**src/rtl/alarm_time_editor_if.sv**
```systemverilog
// alarm_time_editor_if: edit, compare and ring signals between the mode picker, clock and alarm editor
interface alarm_time_editor_if;
  logic       en;
  logic [3:0] sel;
  logic       inc;
  logic       dec;
  logic       alarm_on;
  logic       min_tick;
  logic [7:0] cur_hour;
  logic [7:0] cur_min;
  logic [7:0] alm_hour;
  logic [7:0] alm_min;
  logic       ring;
  modport master (output en, sel, inc, dec, alarm_on, min_tick, cur_hour, cur_min,
                  input alm_hour, alm_min, ring);
  modport slave  (input en, sel, inc, dec, alarm_on, min_tick, cur_hour, cur_min,
                  output alm_hour, alm_min, ring);
endinterface

```
**src/rtl/alarm_time_editor.sv**
```systemverilog
// alarm_time_editor: BCD alarm HH:MM digit editor with per-minute compare and timed ring
module alarm_time_editor #(
  parameter logic [7:0] RST_HOUR     = 8'h07,
  parameter logic [7:0] RST_MIN      = 8'h00,
  parameter int         RING_MINUTES = 1
) (
  input logic clk,
  input logic rst,
  alarm_time_editor_if.slave bus
);
  typedef enum logic {IDLE, RINGING} state_t;
  state_t     state_q, state_d;
  logic [3:0] cnt_q, cnt_d;
  logic [7:0] hour_q, hour_d, min_q, min_d;
  logic       inc_p_q, inc_p_d, dec_p_q, dec_p_d, ring_q, ring_d;
  logic       inc_e, dec_e, btn, ringing, edit, match;
  function automatic logic [3:0] step(input logic [3:0] d, input logic [3:0] mx, input logic up);
    return up ? (d == mx ? 4'd0 : d + 4'd1) : (d == 4'd0 ? mx : d - 4'd1);
  endfunction
  assign inc_e   = bus.inc & ~inc_p_q;
  assign dec_e   = bus.dec & ~dec_p_q;
  assign btn     = inc_e | dec_e;
  assign ringing = state_q == RINGING;
  assign edit    = bus.en & $onehot(bus.sel) & (inc_e ^ dec_e) & ~(ringing & btn);
  assign match   = bus.min_tick & bus.alarm_on & (bus.cur_hour == hour_q) & (bus.cur_min == min_q);
  // next-state: button history, digit edits with hour-tens clamping, ring FSM and counter
  always_comb begin
    inc_p_d = bus.inc;
    dec_p_d = bus.dec;
    hour_d  = hour_q;
    min_d   = min_q;
    state_d = state_q;
    cnt_d   = cnt_q;
    if (edit) begin
      if (bus.sel[0]) min_d[3:0] = step(min_q[3:0], 4'd9, inc_e);
      if (bus.sel[1]) min_d[7:4] = step(min_q[7:4], 4'd5, inc_e);
      if (bus.sel[2]) hour_d[3:0] = step(hour_q[3:0], hour_q[7:4] == 4'd2 ? 4'd3 : 4'd9, inc_e);
      if (bus.sel[3]) begin
        hour_d[7:4] = step(hour_q[7:4], 4'd2, inc_e);
        if (hour_d[7:4] == 4'd2 && hour_q[3:0] > 4'd3) hour_d[3:0] = 4'd3;
      end
    end
    if (ringing) begin
      if (btn || !bus.alarm_on || (bus.min_tick && cnt_q == 4'd1)) state_d = IDLE;
      else if (bus.min_tick) cnt_d = cnt_q - 4'd1;
    end else if (match) begin
      state_d = RINGING;
      cnt_d   = 4'(RING_MINUTES);
    end
    ring_d = state_d == RINGING;
  end
  // state registers with synchronous active-low reset
  always_ff @(posedge clk) begin
    if (!rst) begin
      inc_p_q <= 1'b0;
      dec_p_q <= 1'b0;
      hour_q  <= RST_HOUR;
      min_q   <= RST_MIN;
      state_q <= IDLE;
      cnt_q   <= 4'd0;
      ring_q  <= 1'b0;
    end else begin
      inc_p_q <= inc_p_d;
      dec_p_q <= dec_p_d;
      hour_q  <= hour_d;
      min_q   <= min_d;
      state_q <= state_d;
      cnt_q   <= cnt_d;
      ring_q  <= ring_d;
    end
  end
  assign bus.alm_hour = hour_q;
  assign bus.alm_min  = min_q;
  assign bus.ring     = ring_q;
endmodule

```
**src/flat_wrapper.sv**
```systemverilog
// flat-port wrapper written by rule: the top's interface ports become plain ports
module alarm_time_editor_flat 
#(
  parameter logic [7:0] RST_HOUR     = 8'h07,
  parameter logic [7:0] RST_MIN      = 8'h00,
  parameter int         RING_MINUTES = 1
)
  (clk, rst, bus_en, bus_sel, bus_inc, bus_dec, bus_alarm_on, bus_min_tick, bus_cur_hour, bus_cur_min, bus_alm_hour, bus_alm_min, bus_ring);
  alarm_time_editor_if bus_i ();
  input logic clk;
  input logic rst;
  input wire logic [$bits(bus_i.en)-1:0] bus_en;
  input wire logic [$bits(bus_i.sel)-1:0] bus_sel;
  input wire logic [$bits(bus_i.inc)-1:0] bus_inc;
  input wire logic [$bits(bus_i.dec)-1:0] bus_dec;
  input wire logic [$bits(bus_i.alarm_on)-1:0] bus_alarm_on;
  input wire logic [$bits(bus_i.min_tick)-1:0] bus_min_tick;
  input wire logic [$bits(bus_i.cur_hour)-1:0] bus_cur_hour;
  input wire logic [$bits(bus_i.cur_min)-1:0] bus_cur_min;
  output wire logic [$bits(bus_i.alm_hour)-1:0] bus_alm_hour;
  output wire logic [$bits(bus_i.alm_min)-1:0] bus_alm_min;
  output wire logic [$bits(bus_i.ring)-1:0] bus_ring;
  assign bus_i.en = bus_en;
  assign bus_i.sel = bus_sel;
  assign bus_i.inc = bus_inc;
  assign bus_i.dec = bus_dec;
  assign bus_i.alarm_on = bus_alarm_on;
  assign bus_i.min_tick = bus_min_tick;
  assign bus_i.cur_hour = bus_cur_hour;
  assign bus_i.cur_min = bus_cur_min;
  assign bus_alm_hour = bus_i.alm_hour;
  assign bus_alm_min = bus_i.alm_min;
  assign bus_ring = bus_i.ring;
  alarm_time_editor #(.RST_HOUR(RST_HOUR), .RST_MIN(RST_MIN), .RING_MINUTES(RING_MINUTES)) u_core (.clk(clk), .rst(rst), .bus(bus_i));
endmodule
```
**config.mk**
```make
export PLATFORM = sky130hd
export DESIGN_NAME = alarm_time_editor_flat
export DESIGN_NICKNAME = d
export VERILOG_FILES = /design/src/rtl/alarm_time_editor_if.sv /design/src/rtl/alarm_time_editor.sv /design/src/flat_wrapper.sv
export SDC_FILE = /design/constraint.sdc
export NUM_CORES = 1
export LEC_CHECK = 0
export CORE_MARGIN = 8
export CORE_UTILIZATION = 42
export CTS_CLUSTER_DIAMETER = 50
export DETAILED_ROUTE_END_ITERATION = 12
export PLACE_DENSITY = 0.75
export REMOVE_ABC_BUFFERS = 1
export SYNTH_ARGS = -nofsm -noshare
export SYNTH_HDL_FRONTEND = slang
export SYNTH_SLANG_ARGS = --single-unit
```
**constraint.sdc**
```tcl
create_clock -name clk -period 9.02 [get_ports clk]
set_clock_uncertainty 0.1 [all_clocks]
set_input_delay 2.255 -clock clk [delete_from_list [all_inputs] [get_ports clk]]
set_output_delay 2.255 -clock clk [all_outputs]
set_load 0.01 [all_outputs]
```
==> key figures, run 1 <==
Yosys
  • Number of flops mapped to enable cells by yosys: 0
  • Distinct cell type count after synthesis: 56
  • Sequential area share after synthesis: 22.8%
  • Mux cell area share after synthesis: 3.53%
  • Mapped Cells: 254
  • Main synth FF type: dfxtp_1
  • Synthesis-stage register bit count: 23
  • Adder-Cell Fraction of Synth Area: 9.03%
  • Avg Cell Area, Syn: 7.97 um2
  • Post-synth ARST share: 0%
  • Synth Area in Simple Gates: 26.5%
  • Largest family of logic cells by synthesized area: simple AND/OR/NAND/NOR gates
  • Synth Cell Area: 2020 um2
  • Synth Area in Compound Gates: 22.3%
  • Synth Area in XOR/XNOR: 9.09%
  • Warnings from Yosys: 0

CTS
  • Root Driver: clkbuf_8
  • Clock latency on the worst-skew pair: 270 ps
  • Post_cts resized: 0
  • Clk sinks: 23
  • H-tree depth: 1
  • Hold-fix buffers at CTS: 0
  • CTS buffer count: 3
  • CTS tree: done
  • Clock Tree Buf Depth: 2
  • Postcts setup bufs: 0
  • Worst-path clk slew: 80 ps

Floorplan
  • Rows: 25
  • Top Ports: 44
  • Die X: 85.4 um
  • Chip height: 85.4 um
  • Std-Cell Core Area: 4690 um2
  • Initial Utilization: 43.1%
  • Die ar.: 7290 um2

Power and ir drop
  • Post-layout power: 233 uW
  • PwrDens: 93.7 nW/um2
  • VDD IR max: 0.0480 mV
  • Leakage: 0.927 nW

Final layout
  • Most frequent cells in the layout: 43 x clkdlybuf4s50_1, 23 x dfxtp_1, 18 x nand2_1
  • Sequential Area: 460 um2
  • Commonest non-fill, non-tap cell in the layout: clkdlybuf4s50_1
  • Final core occ: 53.1%
  • Area of the multi-input gates: 1430 um2
  • Synth-to-Final Area Change: 23.1%
  • Final nets: 328
  • Ratio of cells with drive above 1 in the final layout: 4.55%
  • Fill cell count: 446
  • Final Cell Area: 2490 um2
  • # diodes: 0

STA
  • Max Fclk: 196 MHz
  • Worst-margin pin slew: 546 ps
  • Final hold violations: 0
  • Final setup vio count: 0
  • Final period utilization: 56.4%
  • RSZ-0062 raised after global routing: false
  • Fin crit period: 5090 ps
  • Fin Setup TNS: 0 ps
  • Max_slew headroom: 63.5%
  • Fin. max-slew vios: 0

Run status
  • Status: finished, final reports clean

Setup path
  • Worst Setup End Kind: register
  • Crit path max fanout: 12
  • Worst Path Required: 9070 ps
  • Worst reg2reg setup slack: 6390 ps
  • CP Launch Type: input port
  • Crit path kind: in2reg
  • Crit path DAT: 5130 ps

Global routing
  • Antenna violations before repair: 0
  • GRT Overall Usage: 14.9%
  • Largest net degree at the start of global routing: 19
  • First-pass GRT wire length: 8960 um
  • Grt total ovfl: 0
  • Vias in the first global route: 1857

Placement
  • Post-Place Cell Area: 2440 um2
  • Sum of net half-perimeters after detailed placement: 3980 um
  • Port bufs: 43
  • GPL Wtd Cong: 0.855

Drt
  • Residual DRC count: 0
  • Drt wl/cell: 15.7 um
  • DRT antenna net count: 0
  • DRT iter0 DRCs: 122
  • Vias/cell: 5.86
  • 1st-pass router iterations: 4
  • Detailed Route WL: 5340 um
  • Via count: 1994

Hold path
  • Hold Crit Class: reg2reg

Run
  • Max cap viols: 0
[layer usage]
metal / global-route usage (%) / vias up / share of wire, %
met5: 0 / - / 0
met4: 4.14 / 0 / 0.90
met3: 3.86 / 5 / 6.5
met2: 25.1 / 59 / 48
met1: 18.0 / 928 / 45
li1: - / 1002 / -
[kinds of logic (layout without fill, tap and decap cells)]
family,count (synthesis),in the layout
AOI/OAI and AO/OA,63,63
muxes,7,7
adders and majority gates,14,14
DFF,23,23
xor gates and xnor gates,21,21
buffers and inverters,29,61
and+or+nand+nor,97,97
[worst paths after layout]
check                                     start                      to  cells after the start
worst min register to register  u_core.cnt_q[1]         u_core.cnt_q[1]                      2
worst min-delay path            u_core.cnt_q[1]         u_core.cnt_q[1]                      2
worst max register to register   u_core.inc_p_q  u_core.bus.alm_hour[2]                      9
worst max-delay path                 bus_sel[3]  u_core.bus.alm_hour[2]                      9
[Yosys cell counts (2+ instances only)]
| cell | n | share of area [%] |
|---|---|---|
| a211oi_1 | 3 | 1.1 |
| a21oi_1 | 13 | 3.2 |
| a311oi_1 | 2 | 0.87 |
| a31oi_1 | 5 | 1.5 |
| a32oi_1 | 2 | 0.87 |
| and2_1 | 2 | 0.62 |
| buf_6 | 3 | 1.7 |
| clkbuf_1 | 11 | 2.0 |
| dfxtp_1 | 23 | 23 |
| ha_1 | 13 | 8.0 |
| inv_1 | 12 | 2.2 |
| mux2i_1 | 6 | 3.0 |
| nand2_1 | 18 | 3.3 |
| nand2b_1 | 9 | 2.8 |
| nand3_1 | 8 | 2.0 |
| nand3b_1 | 4 | 1.5 |
| nand4_1 | 5 | 1.5 |
| nor2_1 | 17 | 3.2 |
| nor2b_1 | 4 | 1.2 |
| nor3_1 | 12 | 3.0 |
| nor4_1 | 6 | 1.9 |
| o2111ai_1 | 2 | 0.87 |
| o211a_1 | 2 | 0.99 |
| o211ai_1 | 2 | 0.74 |
| o21a_1 | 3 | 1.1 |
| o21ai_0 | 11 | 2.7 |
| o311ai_2 | 2 | 1.6 |
| o31a_1 | 2 | 0.87 |
| o31ai_1 | 3 | 1.1 |
| o32ai_1 | 2 | 0.87 |
| or3_1 | 2 | 0.62 |
| or4_1 | 2 | 0.74 |
| xnor2_1 | 4 | 1.7 |
| xor2_1 | 17 | 7.4 |
[final cells by class]
class                   count  share of cell area [%]
clock buffers               4                    1.81
inverters                  13                    2.16
multi-input cells         202                    57.2
flip-flops and latches     23                    18.5
well taps                  54                    2.71
repair buffers             44                    17.6
[power by group]
part	leakage (nW)	internal, mW	total (mW)	switching [mW]
logic	0.718	0.0294	0.0578	0.0284
clock network	0.0228	0.0316	0.0658	0.0342
registers	0.186	0.104	0.110	0.00601
[flip-flops by register name, summed over array words and instances (netlist names)]
name	cells
u_core.bus.alm_hour	8
u_core.bus.alm_min	8
u_core.cnt_q	4
u_core.dec_p_q	1
u_core.inc_p_q	1
u_core.ringing	1
[per-stage QoR]
step | hold WS [ps] | instances | worst slack, ps
after floorplan | 344 | 238 | 4250
after global placement | 363 | 336 | 3800
after detailed placement | 363 | 336 | 3660
after CTS | 375 | 340 | 3950
after global routing | 391 | 340 | 3730
final | 376 | 340 | 3930
[worst max-delay path, cell delays in order]
cell and delay [ps]:
clkdlybuf4s50_1 640, ha_1 300, ha_1 210, fa_1 420, and4bb_2 350, and3_1 430, o21ai_0 170, o32ai_1 300
a21oi_1 70
Note: power is estimated with default switching activity, not from simulation.
==> run 2, diff against run 1 <==
PLACE_DENSITY = 0.78   (was 0.75)
clock period = 4.46 ns   (was 9.02 ns; I/O delays follow)
==> run 2 against run 1 <==
Effect of this change:
- sequential share of layout area about the same
- routed wire length up 1.9%
- clock power up 100%
- non-clock buffer count unchanged
- utilization up 0.080 points
- register-to-register slack worse by 4500 ps
- largest cell class unchanged
- largest power group unchanged
- highest routed layer unchanged
==> key figures, run 2 (synthesis gave the netlist of run 1 again) <==
Setup path
  • Worst Path Required: 4510 ps (was 9070 ps)
  • CP Launch Type: input port (unchanged)
  • Most frequent CP cell: ha_1 (unchanged)
  • CP delay by family, top: adder cells (unchanged)
  • Largest stage delay on the critical path: 610 ps (was 640 ps)
  • Crit path buffers/inverters: 1 (unchanged)
  • Cell Chain, Critical Path: clkdlybuf4s50_1, ha_1, ha_1, fa_1, and4bb_2, and3_1, o21ai_0, o32ai_1, a21oi_1 (unchanged)
  • Crit path max fanout: 12 (unchanged)
  • Crit path kind: in2reg (unchanged)
  • Worst Setup End Kind: register (unchanged)
  • Crit path DAT: 3980 ps (was 5130 ps)
  • Slowest CP cell: clkdlybuf4s50_1 (unchanged)

Drt
  • DRT iter0 DRCs: 108 (was 122)
  • Drt wl/cell: 16.0 um (was 15.7 um)
  • Residual DRC count: 0 (unchanged)
  • Detailed Route WL: 5450 um (was 5340 um)
  • 1st-pass router iterations: 4 (unchanged)
  • DRT antenna net count: 0 (unchanged)
  • Via count: 1984 (was 1994)
  • Vias/cell: 5.84 (was 5.86)

CTS
  • Clk sinks: 23 (unchanged)
  • Hold-fix buffers at CTS: 0 (unchanged)
  • Postcts setup bufs: 0 (unchanged)
  • Clock Tree Buf Depth: 2 (unchanged)
  • Worst-path clk slew: 90 ps (was 80 ps)
  • CTS buffer count: 3 (unchanged)
  • H-tree depth: 1 (unchanged)
  • Clock latency on the worst-skew pair: 270 ps (about the same)
  • CTS tree: done (unchanged)
  • Post_cts resized: 0 (unchanged)
  • Root Driver: clkbuf_8 (unchanged)

Floorplan
  • Chip height: 85.4 um (unchanged)
  • Initial Utilization: 43.1% (unchanged)
  • Die ar.: 7290 um2 (unchanged)
  • Top Ports: 44 (unchanged)
  • Rows: 25 (unchanged)
  • Std-Cell Core Area: 4690 um2 (unchanged)
  • Die X: 85.4 um (unchanged)

STA
  • Worst-margin pin slew: 591 ps (was 546 ps)
  • Hold WS: 390 ps (was 376 ps)
  • Fin crit period: 3930 ps
  • Max_slew headroom: 60.5% (was 63.5%)
  • Fin. max-slew vios: 0 (unchanged)
  • Final worst slack: 535 ps (was 3930 ps)
  • Final hold violations: 0 (unchanged)
  • Final setup vio count: 0 (unchanged)
  • Final period utilization: 88.0%
  • Fin Setup TNS: 0 ps (unchanged)
  • Max Fclk: 255 MHz
  • RSZ-0062 raised after global routing: false (unchanged)

Final layout
  • Final nets: 328 (unchanged)
  • # diodes: 0 (unchanged)
  • Final Cell Area: 2490 um2 (about the same)
  • Synth-to-Final Area Change: 23.3% (was 23.1%)
  • Most frequent cells in the layout: 43 x clkdlybuf4s50_1, 23 x dfxtp_1, 18 x nand2_1 (unchanged)
  • Ratio of cells with drive above 1 in the final layout: 4.90% (was 4.55%)
  • Commonest non-fill, non-tap cell in the layout: clkdlybuf4s50_1 (unchanged)

Global routing
  • Vias in the first global route: 1939 (was 1857)
  • GRT Overall Usage: 14.9% (about the same)
  • Largest net degree at the start of global routing: 19 (unchanged)
  • Antenna violations before repair: 0 (unchanged)
  • Grt total ovfl: 0 (unchanged)
  • First-pass GRT wire length: 9030 um (was 8960 um)

Run
  • Max cap viols: 0 (unchanged)

Power and ir drop
  • VDD IR max: 0.113 mV (was 0.0480 mV)
  • Clk pwr share: 28.4% (was 28.2%)
  • P_sw: 141 uW (was 68.6 uW)
  • Sw Ratio: 29.8% (was 29.4%)
  • Post-layout power: 474 uW (was 233 uW)
  • Sequential Power Share: 46.8% (was 47.0%)
  • Internal: 333 uW (was 165 uW)
  • PwrDens: 190 nW/um2 (was 93.7 nW/um2)
  • Logic pwr share: 24.8% (about the same)
  • Leakage: 0.926 nW (was 0.927 nW)

Placement
  • Post-Place Worst Slack: 277 ps (was 3660 ps)
  • Post-Place Cell Area: 2440 um2 (unchanged)
  • Port bufs: 43 (unchanged)
  • Sum of net half-perimeters after detailed placement: 4060 um (was 3980 um)
  • GPL Wtd Cong: 0.822 (was 0.855)

Hold path
  • Hold Crit Class: reg2reg (unchanged)

Run status
  • Status: finished, final reports clean (unchanged)
## run 2: power groups by stage
stage          Combinational [mW]  Clock (mW)  Sequential (mW)
2_1_floorplan              0.0633           0            0.225
3_3_place_gp                0.114           0            0.227
3_5_place_dp                0.117           0            0.227
4_1_cts                     0.118       0.138            0.222
5_1_grt                     0.131       0.149            0.223
6_report                    0.118       0.134            0.222
## run 2: worst paths after layout
kind / slack, ps / end / start / cells past startpoint
hold reg to reg: 390 / u_core.cnt_q[1] / u_core.cnt_q[1] / 2
setup reg to reg: 1850 / u_core.bus.alm_hour[2] / u_core.inc_p_q / 8
hold / removal: 390 / u_core.cnt_q[1] / u_core.cnt_q[1] / 2
setup / recovery: 530 / u_core.bus.alm_hour[2] / bus_sel[3] / 9
## run 2: final cells by class
cell class | instances | area (um2)
well taps | 54 | 67.6
clock buffers | 3 | 41.3
multi-input cells | 202 | 1430
repair buffers | 44 | 438
inverters | 13 | 53.8
clock inverters | 1 | 7.51
fillers | 474 | 2200
flip-flops and latches | 23 | 460
## run 2: worst register-to-register path: stages (launching register included)
cell and delay (ps):
dfxtp_1 320, nor2b_1 260, clkinv_4 210, ha_1 320, and4bb_2 280, and3_1 430
o21ai_0 180, o32ai_1 310, a21oi_1 70
## run 2: routing by layer
layer | global-route usage [%] | vias to the layer above | share of wire (%)
met5 | 0 | - | 0
met4 | 3.98 | 0 | 0.90
met3 | 3.96 | 6 | 5.0
met2 | 26.1 | 45 | 50
met1 | 17.3 | 940 | 44
li1 | - | 993 | -
## run 2: per-stage QoR
step,std cells,utilization (%)
after global placement,336,52.1
after floorplan,238,-
after detailed placement,336,52.1
after CTS,340,53.1
after global routing,340,53.1
final,340,53.1
